$ cat config.mk
export PLATFORM = sky130hd
export DESIGN_NAME = packet_tx_flat
export DESIGN_NICKNAME = d
export VERILOG_FILES = /design/src/rtl/packet_tx_if.sv /design/src/rtl/packet_tx.sv /design/src/flat_wrapper.sv
export SDC_FILE = /design/constraint.sdc
export NUM_CORES = 1
export LEC_CHECK = 0
export BUFFER_PORTS_ARGS = -buffer_cell sky130_fd_sc_hd__buf_2
export CELL_PAD_IN_SITES_DETAIL_PLACEMENT = 1
export CELL_PAD_IN_SITES_GLOBAL_PLACEMENT = 2
export CORE_UTILIZATION = 38
export DETAILED_ROUTE_END_ITERATION = 10
export GPL_TIMING_DRIVEN = 0
export PLACE_DENSITY_LB_ADDON = 0.1
export SYNTH_ARGS = -nofsm -noshare
export SYNTH_HDL_FRONTEND = slang
export SYNTH_SLANG_ARGS = --single-unit
$ cat constraint.sdc
create_clock -name clk -period 2.6 [get_ports clk]
set_input_delay 0 -clock clk [delete_from_list [all_inputs] [get_ports clk]]
set_output_delay 0 -clock clk [all_outputs]
set_load 0.01 [all_outputs]
$ cat src/rtl/packet_tx_if.sv
// Packet-side and bit-side signal bundle for packet_tx.
// master: transaction engine plus line layer; slave: the packet transmitter.
interface packet_tx_if;
    logic        tx_packet_start;
    logic [3:0]  tx_packet_pid;
    logic [10:0] tx_packet_addr;
    logic [9:0]  tx_packet_len;
    logic [7:0]  tx_packet_byte;
    logic        tx_packet_byte_valid;
    logic        tx_packet_byte_ready;
    logic        tx_bit_req;
    logic        tx_bit;
    logic        tx_start;
    logic        tx_finish;
    logic        tx_busy;
    logic        tx_underrun;

    modport master (
        output tx_packet_start, tx_packet_pid, tx_packet_addr, tx_packet_len,
               tx_packet_byte, tx_packet_byte_valid, tx_bit_req,
        input  tx_packet_byte_ready, tx_bit, tx_start, tx_finish, tx_busy, tx_underrun
    );

    modport slave (
        input  tx_packet_start, tx_packet_pid, tx_packet_addr, tx_packet_len,
               tx_packet_byte, tx_packet_byte_valid, tx_bit_req,
        output tx_packet_byte_ready, tx_bit, tx_start, tx_finish, tx_busy, tx_underrun
    );
endinterface

$ cat src/rtl/packet_tx.sv
// USB full-speed packet transmitter: builds PID, token field or payload, CRC5/CRC16 and shifts it out LSB first.
// Define PACKET_TX_SYNC_EN to emit the 8-bit SYNC pattern ahead of the PID.
module packet_tx (
    input  logic       clk,
    input  logic       rst_n,
    packet_tx_if.slave bus
);
    // state | meaning
    // IDLE  | waiting for tx_packet_start
    // SYNC  | sending SYNC pattern (PACKET_TX_SYNC_EN only)
    // PID   | sending {~pid, pid}
    // FIELD | sending 11-bit token field
    // DATA  | sending payload bytes
    // CRC5  | sending inverted CRC5, MSB first
    // CRC16 | sending inverted CRC16, MSB first
    // DONE  | tx_finish cycle, then back to IDLE
    localparam logic [2:0] S_IDLE  = 3'd0;
`ifdef PACKET_TX_SYNC_EN
    localparam logic [2:0] S_SYNC  = 3'd1;
`endif
    localparam logic [2:0] S_PID   = 3'd2;
    localparam logic [2:0] S_FIELD = 3'd3;
    localparam logic [2:0] S_DATA  = 3'd4;
    localparam logic [2:0] S_CRC5  = 3'd5;
    localparam logic [2:0] S_CRC16 = 3'd6;
    localparam logic [2:0] S_DONE  = 3'd7;

    logic [2:0]  state;
    logic [3:0]  cnt;
    logic [15:0] shreg;
    logic [4:0]  crc5;
    logic [15:0] crc16;
    logic [10:0] field;
    logic [9:0]  bytes_left;
    logic [9:0]  fetch_left;
    logic [7:0]  hold;
    logic        hold_full;
    logic        data_empty;
    logic        is_token;
    logic        is_data;
    logic        start_pulse;
    logic        finish_pulse;
    logic        underrun_pulse;
`ifdef PACKET_TX_SYNC_EN
    logic [7:0]  pid_byte;
`endif

    logic        cur_bit;
    logic        accept;
    logic        fetch;
    logic        new_token;
    logic        new_data;
    logic [4:0]  crc5_next;
    logic [15:0] crc16_next;

    function automatic logic [15:0] crc5_out(input logic [4:0] c);
        logic [15:0] r;
        r = '0;
        for (int i = 0; i < 5; i++) r[i] = ~c[4-i];
        return r;
    endfunction

    function automatic logic [15:0] crc16_out(input logic [15:0] c);
        logic [15:0] r;
        for (int i = 0; i < 16; i++) r[i] = ~c[15-i];
        return r;
    endfunction

    assign cur_bit    = shreg[0];
    assign crc5_next  = {crc5[3:0], 1'b0} ^ ((cur_bit ^ crc5[4]) ? 5'b00101 : 5'b00000);
    assign crc16_next = {crc16[14:0], 1'b0} ^ ((cur_bit ^ crc16[15]) ? 16'h8005 : 16'h0000);
    assign new_token  = (bus.tx_packet_pid[1:0] == 2'b01) || (bus.tx_packet_pid == 4'b0100);
    assign new_data   = (bus.tx_packet_pid[1:0] == 2'b11);
    assign accept     = bus.tx_packet_start && (state == S_IDLE);

    // Prefetch only while the packet can still use a byte; after an underrun DONE closes the window.
    assign bus.tx_packet_byte_ready = !hold_full && (fetch_left != 10'd0) &&
                                      ((state == S_PID) || (state == S_DATA));
    assign fetch           = bus.tx_packet_byte_valid && bus.tx_packet_byte_ready;
    assign bus.tx_bit      = shreg[0];
    assign bus.tx_busy     = (state != S_IDLE);
    assign bus.tx_start    = start_pulse;
    assign bus.tx_finish   = finish_pulse;
    assign bus.tx_underrun = underrun_pulse;

    always_ff @(posedge clk or negedge rst_n) begin
        if (!rst_n) begin
            state          <= S_IDLE;
            cnt            <= '0;
            shreg          <= '0;
            crc5           <= 5'h1F;
            crc16          <= 16'hFFFF;
            field          <= '0;
            bytes_left     <= '0;
            fetch_left     <= '0;
            hold           <= '0;
            hold_full      <= 1'b0;
            data_empty     <= 1'b0;
            is_token       <= 1'b0;
            is_data        <= 1'b0;
            start_pulse    <= 1'b0;
            finish_pulse   <= 1'b0;
            underrun_pulse <= 1'b0;
`ifdef PACKET_TX_SYNC_EN
            pid_byte       <= '0;
`endif
        end else begin
            start_pulse    <= 1'b0;
            finish_pulse   <= 1'b0;
            underrun_pulse <= 1'b0;

            if (fetch) begin
                hold       <= bus.tx_packet_byte;
                hold_full  <= 1'b1;
                fetch_left <= fetch_left - 10'd1;
            end

            case (state)
                S_IDLE: begin
                    if (accept) begin
                        start_pulse <= 1'b1;
                        is_token    <= new_token;
                        is_data     <= new_data;
                        field       <= bus.tx_packet_addr;
                        bytes_left  <= bus.tx_packet_len;
                        fetch_left  <= new_data ? bus.tx_packet_len : 10'd0;
                        crc5        <= 5'h1F;
                        crc16       <= 16'hFFFF;
                        cnt         <= '0;
                        hold_full   <= 1'b0;
                        data_empty  <= 1'b0;
`ifdef PACKET_TX_SYNC_EN
                        pid_byte    <= {~bus.tx_packet_pid, bus.tx_packet_pid};
                        shreg       <= 16'h0080;
                        state       <= S_SYNC;
`else
                        shreg       <= {8'h00, ~bus.tx_packet_pid, bus.tx_packet_pid};
                        state       <= S_PID;
`endif
                    end
                end
`ifdef PACKET_TX_SYNC_EN
                S_SYNC: begin
                    if (bus.tx_bit_req) begin
                        if (cnt == 4'd7) begin
                            cnt   <= '0;
                            shreg <= {8'h00, pid_byte};
                            state <= S_PID;
                        end else begin
                            cnt   <= cnt + 4'd1;
                            shreg <= {1'b0, shreg[15:1]};
                        end
                    end
                end
`endif
                S_PID: begin
                    if (bus.tx_bit_req) begin
                        if (cnt == 4'd7) begin
                            cnt <= '0;
                            if (is_token) begin
                                shreg <= {5'b00000, field};
                                state <= S_FIELD;
                            end else if (is_data && (bytes_left != 10'd0)) begin
                                state <= S_DATA;
                                if (hold_full) begin
                                    shreg     <= {8'h00, hold};
                                    hold_full <= 1'b0;
                                end else begin
                                    shreg      <= '0;
                                    data_empty <= 1'b1;
                                end
                            end else if (is_data) begin
                                shreg <= crc16_out(crc16);
                                state <= S_CRC16;
                            end else begin
                                shreg        <= '0;
                                finish_pulse <= 1'b1;
                                state        <= S_DONE;
                            end
                        end else begin
                            cnt   <= cnt + 4'd1;
                            shreg <= {1'b0, shreg[15:1]};
                        end
                    end
                end
                S_FIELD: begin
                    if (bus.tx_bit_req) begin
                        crc5 <= crc5_next;
                        if (cnt == 4'd10) begin
                            cnt   <= '0;
                            shreg <= crc5_out(crc5_next);
                            state <= S_CRC5;
                        end else begin
                            cnt   <= cnt + 4'd1;
                            shreg <= {1'b0, shreg[15:1]};
                        end
                    end
                end
                S_DATA: begin
                    if (bus.tx_bit_req) begin
                        if (data_empty) begin
                            // line asked for a payload bit that never arrived
                            underrun_pulse <= 1'b1;
                            finish_pulse   <= 1'b1;
                            fetch_left     <= '0;
                            shreg          <= '0;
                            state          <= S_DONE;
                        end else begin
                            crc16 <= crc16_next;
                            if (cnt == 4'd7) begin
                                cnt        <= '0;
                                bytes_left <= bytes_left - 10'd1;
                                if (bytes_left == 10'd1) begin
                                    shreg <= crc16_out(crc16_next);
                                    state <= S_CRC16;
                                end else if (hold_full) begin
                                    shreg     <= {8'h00, hold};
                                    hold_full <= 1'b0;
                                end else begin
                                    shreg      <= '0;
                                    data_empty <= 1'b1;
                                end
                            end else begin
                                cnt   <= cnt + 4'd1;
                                shreg <= {1'b0, shreg[15:1]};
                            end
                        end
                    end else if (data_empty && hold_full) begin
                        shreg      <= {8'h00, hold};
                        hold_full  <= 1'b0;
                        data_empty <= 1'b0;
                    end
                end
                S_CRC5: begin
                    if (bus.tx_bit_req) begin
                        if (cnt == 4'd4) begin
                            shreg        <= '0;
                            finish_pulse <= 1'b1;
                            state        <= S_DONE;
                        end else begin
                            cnt   <= cnt + 4'd1;
                            shreg <= {1'b0, shreg[15:1]};
                        end
                    end
                end
                S_CRC16: begin
                    if (bus.tx_bit_req) begin
                        if (cnt == 4'd15) begin
                            shreg        <= '0;
                            finish_pulse <= 1'b1;
                            state        <= S_DONE;
                        end else begin
                            cnt   <= cnt + 4'd1;
                            shreg <= {1'b0, shreg[15:1]};
                        end
                    end
                end
                S_DONE: begin
                    cnt        <= '0;
                    hold_full  <= 1'b0;
                    data_empty <= 1'b0;
                    fetch_left <= '0;
                    state      <= S_IDLE;
                end
                default: state <= S_IDLE;
            endcase
        end
    end
endmodule

$ cat src/flat_wrapper.sv
// flat-port wrapper written by rule: the top's interface ports become plain ports
module packet_tx_flat 
  (clk, rst_n, bus_tx_packet_start, bus_tx_packet_pid, bus_tx_packet_addr, bus_tx_packet_len, bus_tx_packet_byte, bus_tx_packet_byte_valid, bus_tx_bit_req, bus_tx_packet_byte_ready, bus_tx_bit, bus_tx_start, bus_tx_finish, bus_tx_busy, bus_tx_underrun);
  packet_tx_if bus_i ();
  input  logic clk;
  input  logic rst_n;
  input wire logic [$bits(bus_i.tx_packet_start)-1:0] bus_tx_packet_start;
  input wire logic [$bits(bus_i.tx_packet_pid)-1:0] bus_tx_packet_pid;
  input wire logic [$bits(bus_i.tx_packet_addr)-1:0] bus_tx_packet_addr;
  input wire logic [$bits(bus_i.tx_packet_len)-1:0] bus_tx_packet_len;
  input wire logic [$bits(bus_i.tx_packet_byte)-1:0] bus_tx_packet_byte;
  input wire logic [$bits(bus_i.tx_packet_byte_valid)-1:0] bus_tx_packet_byte_valid;
  input wire logic [$bits(bus_i.tx_bit_req)-1:0] bus_tx_bit_req;
  output wire logic [$bits(bus_i.tx_packet_byte_ready)-1:0] bus_tx_packet_byte_ready;
  output wire logic [$bits(bus_i.tx_bit)-1:0] bus_tx_bit;
  output wire logic [$bits(bus_i.tx_start)-1:0] bus_tx_start;
  output wire logic [$bits(bus_i.tx_finish)-1:0] bus_tx_finish;
  output wire logic [$bits(bus_i.tx_busy)-1:0] bus_tx_busy;
  output wire logic [$bits(bus_i.tx_underrun)-1:0] bus_tx_underrun;
  assign bus_i.tx_packet_start = bus_tx_packet_start;
  assign bus_i.tx_packet_pid = bus_tx_packet_pid;
  assign bus_i.tx_packet_addr = bus_tx_packet_addr;
  assign bus_i.tx_packet_len = bus_tx_packet_len;
  assign bus_i.tx_packet_byte = bus_tx_packet_byte;
  assign bus_i.tx_packet_byte_valid = bus_tx_packet_byte_valid;
  assign bus_i.tx_bit_req = bus_tx_bit_req;
  assign bus_tx_packet_byte_ready = bus_i.tx_packet_byte_ready;
  assign bus_tx_bit = bus_i.tx_bit;
  assign bus_tx_start = bus_i.tx_start;
  assign bus_tx_finish = bus_i.tx_finish;
  assign bus_tx_busy = bus_i.tx_busy;
  assign bus_tx_underrun = bus_i.tx_underrun;
  packet_tx u_core (.clk(clk), .rst_n(rst_n), .bus(bus_i));
endmodule
After elaboration in Yosys (flattened, before gate mapping)
Cells that the tools add are included.
Word-level totals
  register bits: 90
  input port bits: 38
  output and inout port bits: 6
Operators by class
  add/subtract/negate cells: 3
  eq/ne operators: 34
  muxes and demuxes: 109
  bitwise logic cells: 42
  reductions and logical operators: 26
Operators by type and width (count)
  two-way mux 16 bit: 18
  case mux 16 bit (6 select lines): 1
  two-way mux 10 bit: 9
  two-way mux 3 bit: 16
  two-way mux 15 bit: 3
  two-way mux 4 bit: 11
  two-way mux 1 bit: 39
  NOT 1 bit: 37
  case mux 16 bit (2 select lines): 1
  case mux 10 bit (3 select lines): 1
  case mux 4 bit (7 select lines): 1
  inequality test 2 bit (second input constant): 13
  case mux 10 bit (2 select lines): 1
  nonzero test 10 bit: 2
  subtractor 10 x 1 -> 10 bit (second input constant): 2
  case mux 3 bit (6 select lines): 1
  XOR 16 bit: 1
  equality test 3 bit (second input constant): 4
  equality test 4 x 3 -> 1 bit (second input constant): 3
  case mux 1 bit (4 select lines): 3
  AND reduction 12 bit: 1
  equality test 10 x 1 -> 1 bit (second input constant): 1
  two-way mux 5 bit: 2
  case mux 5 bit (2 select lines): 1
  28 further kinds: 42

Longest topological paths before layout
  depth after elaboration: 11
  mapped depth: 9
  gate-level depth less buffers: 8

Worst setup path after synthesis
OpenSTA, ideal clock, no wires.
  kind: flip-flop to flip-flop
  from: register u_core.bytes_left[6]
  to: register u_core.shreg[6]
  setup time: 121 ps
  arrival time: 1858 ps
  data required time: 2479 ps
  path slack: 621 ps
  cell stages (with the launch flop): 7
  clock period less this slack: 1979 ps
  cell sequence: dfrtp_1 > nor4_4 > nand3_2 > mux2i_1 > a21o_1 > a211o_1 > a22o_1
On the way
  word-level cells in the longest chain between the ends: 7
RTL lines
  start, declared: RTL line packet_tx.sv:34  | logic [9:0] bytes_left;
  start signal, assigned: RTL line packet_tx.sv:125  | bytes_left <= bus.tx_packet_len;
  start signal, assigned: RTL line packet_tx.sv:212  | bytes_left <= bytes_left - 10'd1;
  nonzero test 10 bit: RTL line packet_tx.sv:163  | end else if (is_data && (bytes_left != 10'd0)) begin
  logical AND 1 bit: RTL line packet_tx.sv:163
  two-way mux 16 bit: RTL line packet_tx.sv:163
  two-way mux 16 bit: RTL line packet_tx.sv:160  | if (is_token) begin
  two-way mux 16 bit: RTL line packet_tx.sv:158  | if (cnt == 4'd7) begin
  two-way mux 16 bit: RTL line packet_tx.sv:157  | if (bus.tx_bit_req) begin
  case mux 16 bit (6 select lines) *: RTL line packet_tx.sv:118  | case (state)
  end signal, assigned: RTL line packet_tx.sv:161  | shreg <= {5'b00000, field};
  end signal, assigned: RTL line packet_tx.sv:166  | shreg <= {8'h00, hold};
  end signal, assigned: RTL line packet_tx.sv:173  | shreg <= crc16_out(crc16);
  end, declared: RTL line packet_tx.sv:30  | logic [15:0] shreg;
Mark *: on every way between the ends. The rest lies on a longest branch, timed or not. The select of a mux whose other input is x is not followed.
A chain may end at the register's enable or synchronous reset.

Worst setup path after layout
  from: register u_core.bytes_left[6]
  to: register u_core.data_empty
On the way
  word-level cells in the longest chain between the ends: 6
RTL lines
  equality test 10 x 1 -> 1 bit: RTL line packet_tx.sv:213  | if (bytes_left == 10'd1) begin
  two-way mux 1 bit: RTL line packet_tx.sv:213
  two-way mux 1 bit: RTL line packet_tx.sv:210  | if (cnt == 4'd7) begin
  two-way mux 1 bit: RTL line packet_tx.sv:201  | if (data_empty) begin
  two-way mux 1 bit: RTL line packet_tx.sv:200  | if (bus.tx_bit_req) begin
  case mux 1 bit (4 select lines): RTL line packet_tx.sv:118
  end signal, assigned: RTL line packet_tx.sv:131  | data_empty <= 1'b0;
  end signal, assigned: RTL line packet_tx.sv:221  | data_empty <= 1'b1;
  end signal, assigned: RTL line packet_tx.sv:231  | data_empty <= 1'b0;
  end, declared: RTL line packet_tx.sv:38  | logic data_empty;
Several ways; a longest one is shown, not always the timed one.

==> impl_metrics.toml <==
[yosys]
async_reset_ff_share_pct = 100.0
synth_enable_flop_cells = 0
mappedNetlistNets = 673
syn_area_sq_um = 5577
dominantRegCellSynth = "sky130_fd_sc_hd__dfrtp_1"
seq_total_area_yosys_pct = 40.86
synth-seq-cells = 90
syn-mean-instance-area_sq_um = 8.894
yosysWarningCount = 0
yosys.cell_types.count = 74
synthesis.instances = 627

[worst_setup_path]
critical_path.startpoint_type = "register"
worstSetupPathType = "register to register"
buffers_and_inverters_on_the_worst_path = 0
critical_path_end_type = "register"
signal_arrival_time_at_the_worst_endpoint_ns = 2.63
crit_path_cell_trace = "nor4_4, nand3_4, nand2_1, a21oi_1, o221ai_1, mux2_2"
critical-path-slowest-cell = "sky130_fd_sc_hd__nor4_4"
worstPathRequired_ns = 2.84
crit_path_max_incr_delay_ns = 0.61
crit_fanout = 8
worst_path_dominant_cell_family = "simple AND/OR/NAND/NOR gates"

[global_route]
grt_use_total_pct = 26.18
grt_first_pass_wirelength_mm = 29.89
grt_antenna_before_repair = 0
vias_in_the_first_global_route = 5465
overflow = 0
grt_max_degree = 62

[timing]
clock.fmax_mhz = 417.3
timing.slew.headroom_pct = 45.91
setup_slack_ns = 0.2039
timing.final.crit_period_ns = 2.396
fin_tns_setup_ns = 0
setup-violations-final = 0
grt_setup_unrepaired = "false"
final_min_period_over_clock_period_pct = 92.16
slew_viol_final = 0
timing_hold_violations_final = 0
tightest_slew_ns = 0.8113
fin_skew_ns = 0.008866

[power]
power_density_nw_per_um2 = 1192
power.ir.vdd_worst_mv = 0.4240
total_power_w = 0.007958
p_leak_nw = 2.757

[floorplan]
floorplan.rows = 43
floorplan.io_pins = 44
start_util_pct = 39.56
die_area_sq_um = 15160
fp.coreArea_sq_um = 14100
die_width_microns = 123.1
chipHeight_microns = 123.1

[final_layout]
n_antenna_cell = 0
final_layout_size_suffix_gt1_share_pct = 19.94
commonest_non_fill_non_tap_cells_in_the_layout = "sky130_fd_sc_hd__nand2_1 (87), sky130_fd_sc_hd__dfrtp_1 (69), sky130_fd_sc_hd__buf_2 (54)"
layout.cells.non_filler = 897
final_common_cell = "sky130_fd_sc_hd__nand2_1"
num-nets-final = 758
area_growth_pct = 19.72
final_layout_fill_cell_count = 1673

[clock_network]
inserted_clock_buffers = 9
cts-htree-levels = 3
numClockSinks = 90
cts_tree = "yes"
cts_max_path_buffers = 2
worst_setup_hold_path_clk_slew_ns = 0.07
clock-root-buffer = "sky130_fd_sc_hd__clkbuf_16"
clk-insertion-delay-late_ns = 0.35

[routing]
vias_per_cell = 5.849
initialDrtViolationCount = 331
drt_pass_1_iters = 5
wire_per_inst_microns = 20.59
routed-via-count = 5247
post-route-drc-count = 0
routed_wl_mm = 18.47
route.antenna.remaining_nets = 0

[hold_path]
hp-class = "input pin to register"

[run_status]
run_status = "completed"

[place]
hpwlAfterDp_mm = 13.55
placed_cells_incl_taps = 850
dp_slack_ns = 0.08904
gp_routability_congestion = 0.9020
io_buffers = 42

[run]
number_of_max_cap_violations = 0
routing by layer:
| metal | track usage [%] | wire (microns) | vias up |
|---|---|---|---|
| met5 | 0 | 0 | - |
| met2 | 43.85 | 8862 | 131 |
| met1 | 35.15 | 8464 | 2642 |
| li1 | - | - | 2454 |
| met3 | 3.137 | 786 | 20 |
| met4 | 8.208 | 354 | 0 |
repair_timing:
action,in CTS,in global routing
endpoints found under the hold margin,67,0
buffers inserted,0,0
endpoints found under the setup margin,0,5
hold buffers,31,0
resized for setup,0,1
metrics by stage:
| stage | hold slack [ns] | utilization [%] | area (sq um) |
|---|---|---|---|
| after floorplan | -0.2956 | - | 5577 |
| after global placement | 0.1934 | 42.65 | 6012 |
| after detailed placement | -0.03055 | 42.86 | 6042 |
| after CTS | 0.03055 | 47.32 | 6670 |
| after global routing | 0.06381 | 47.36 | 6676 |
| final | 0.03283 | 47.36 | 6676 |
flip-flops by register name (all words and copies together) (netlist names), 3 cells and up:
name               count
u_core.crc5            5
u_core.cnt             4
u_core.shreg          16
u_core.field          11
u_core.fetch_left     10
u_core.hold            8
u_core.crc16          16
u_core.bytes_left     10
u_core.state           3
synth_stat cells (all sizes together), types with 7 or more instances:
cell type  number  area, sq um
o22ai          11        68.82
mux2i          10        100.1
nor2           46        172.7
xnor2           8        70.07
dfstp          21        551.8
xor2            9        78.83
mux2           12        135.1
o31ai           8        60.06
a221o           9        92.59
o21ai          58        290.3
nand3          25        147.7
inv            13        48.80
nor3           15        90.09
nand2          87        326.6
a31oi           8        50.05
a211oi          7        52.55
clkbuf         17        105.1
dfrtp          69         1727
nor4            9        86.33
o22a           14        122.6
a21oi          54        277.8
buf            24        140.1
or3             9        56.30
ha              8        100.1
path summary, 6_finish.rpt:
path | to | start | slack [ns] | cells after the start
worst max register to register | u_core.data_empty | u_core.bytes_left[6] | 0.20 | 6
max in group asynchronous | u_core.crc16[5] | rst_n | 1.77 | 3
worst min register to register | u_core.shreg[11] | u_core.shreg[11] | 0.50 | 2
worst max-delay path | u_core.data_empty | u_core.bytes_left[6] | 0.20 | 6
min in group asynchronous | u_core.cnt[2] | rst_n | 0.13 | 2
worst min-delay path | u_core.shreg[4] | bus_tx_packet_pid[0] | 0.03 | 4
report_power, final:
group / internal, W / leakage (nW) / total (W) / switching (W)
combinational: 0.00148 / 1.51 / 0.00376 / 0.00228
sequential: 0.00212 / 1.09 / 0.00277 / 0.000655
clock: 0.000795 / 0.158 / 0.00143 / 0.000632
total: 0.00439 / 2.76 / 0.00796 / 0.00356
cell families after synthesis:
logic type	share of synthesized area, %
AND/OR/NAND/NOR	22.06
multiplexers	4.218
flip-flops	40.86
AO/OA/AOI/OAI	23.13
XOR/XNOR	2.670
adder cells (fa/ha/maj)	1.795
buffers and inverters	5.272
area by class of cell:
class | instances | area [sq um] | share of cell area (%)
multi-input combinational | 483 | 3010 | 45.09
sequential | 90 | 2278 | 34.13
timing repair buffer | 74 | 550.5 | 8.246
buffer | 41 | 245.2 | 3.673
clock buffer | 10 | 239.0 | 3.579
tap | 180 | 225.2 | 3.373
clock inverter | 6 | 78.83 | 1.181
inverter | 13 | 48.80 | 0.7309
tightest hold or removal path: stages:
cell and delay (ns):
sky130_fd_sc_hd__buf_2 0.12, sky130_fd_sc_hd__nand3_1 0.08, sky130_fd_sc_hd__o21ai_0 0.10, sky130_fd_sc_hd__a31oi_1 0.05
Note: power is estimated with default switching activity, not from simulation.
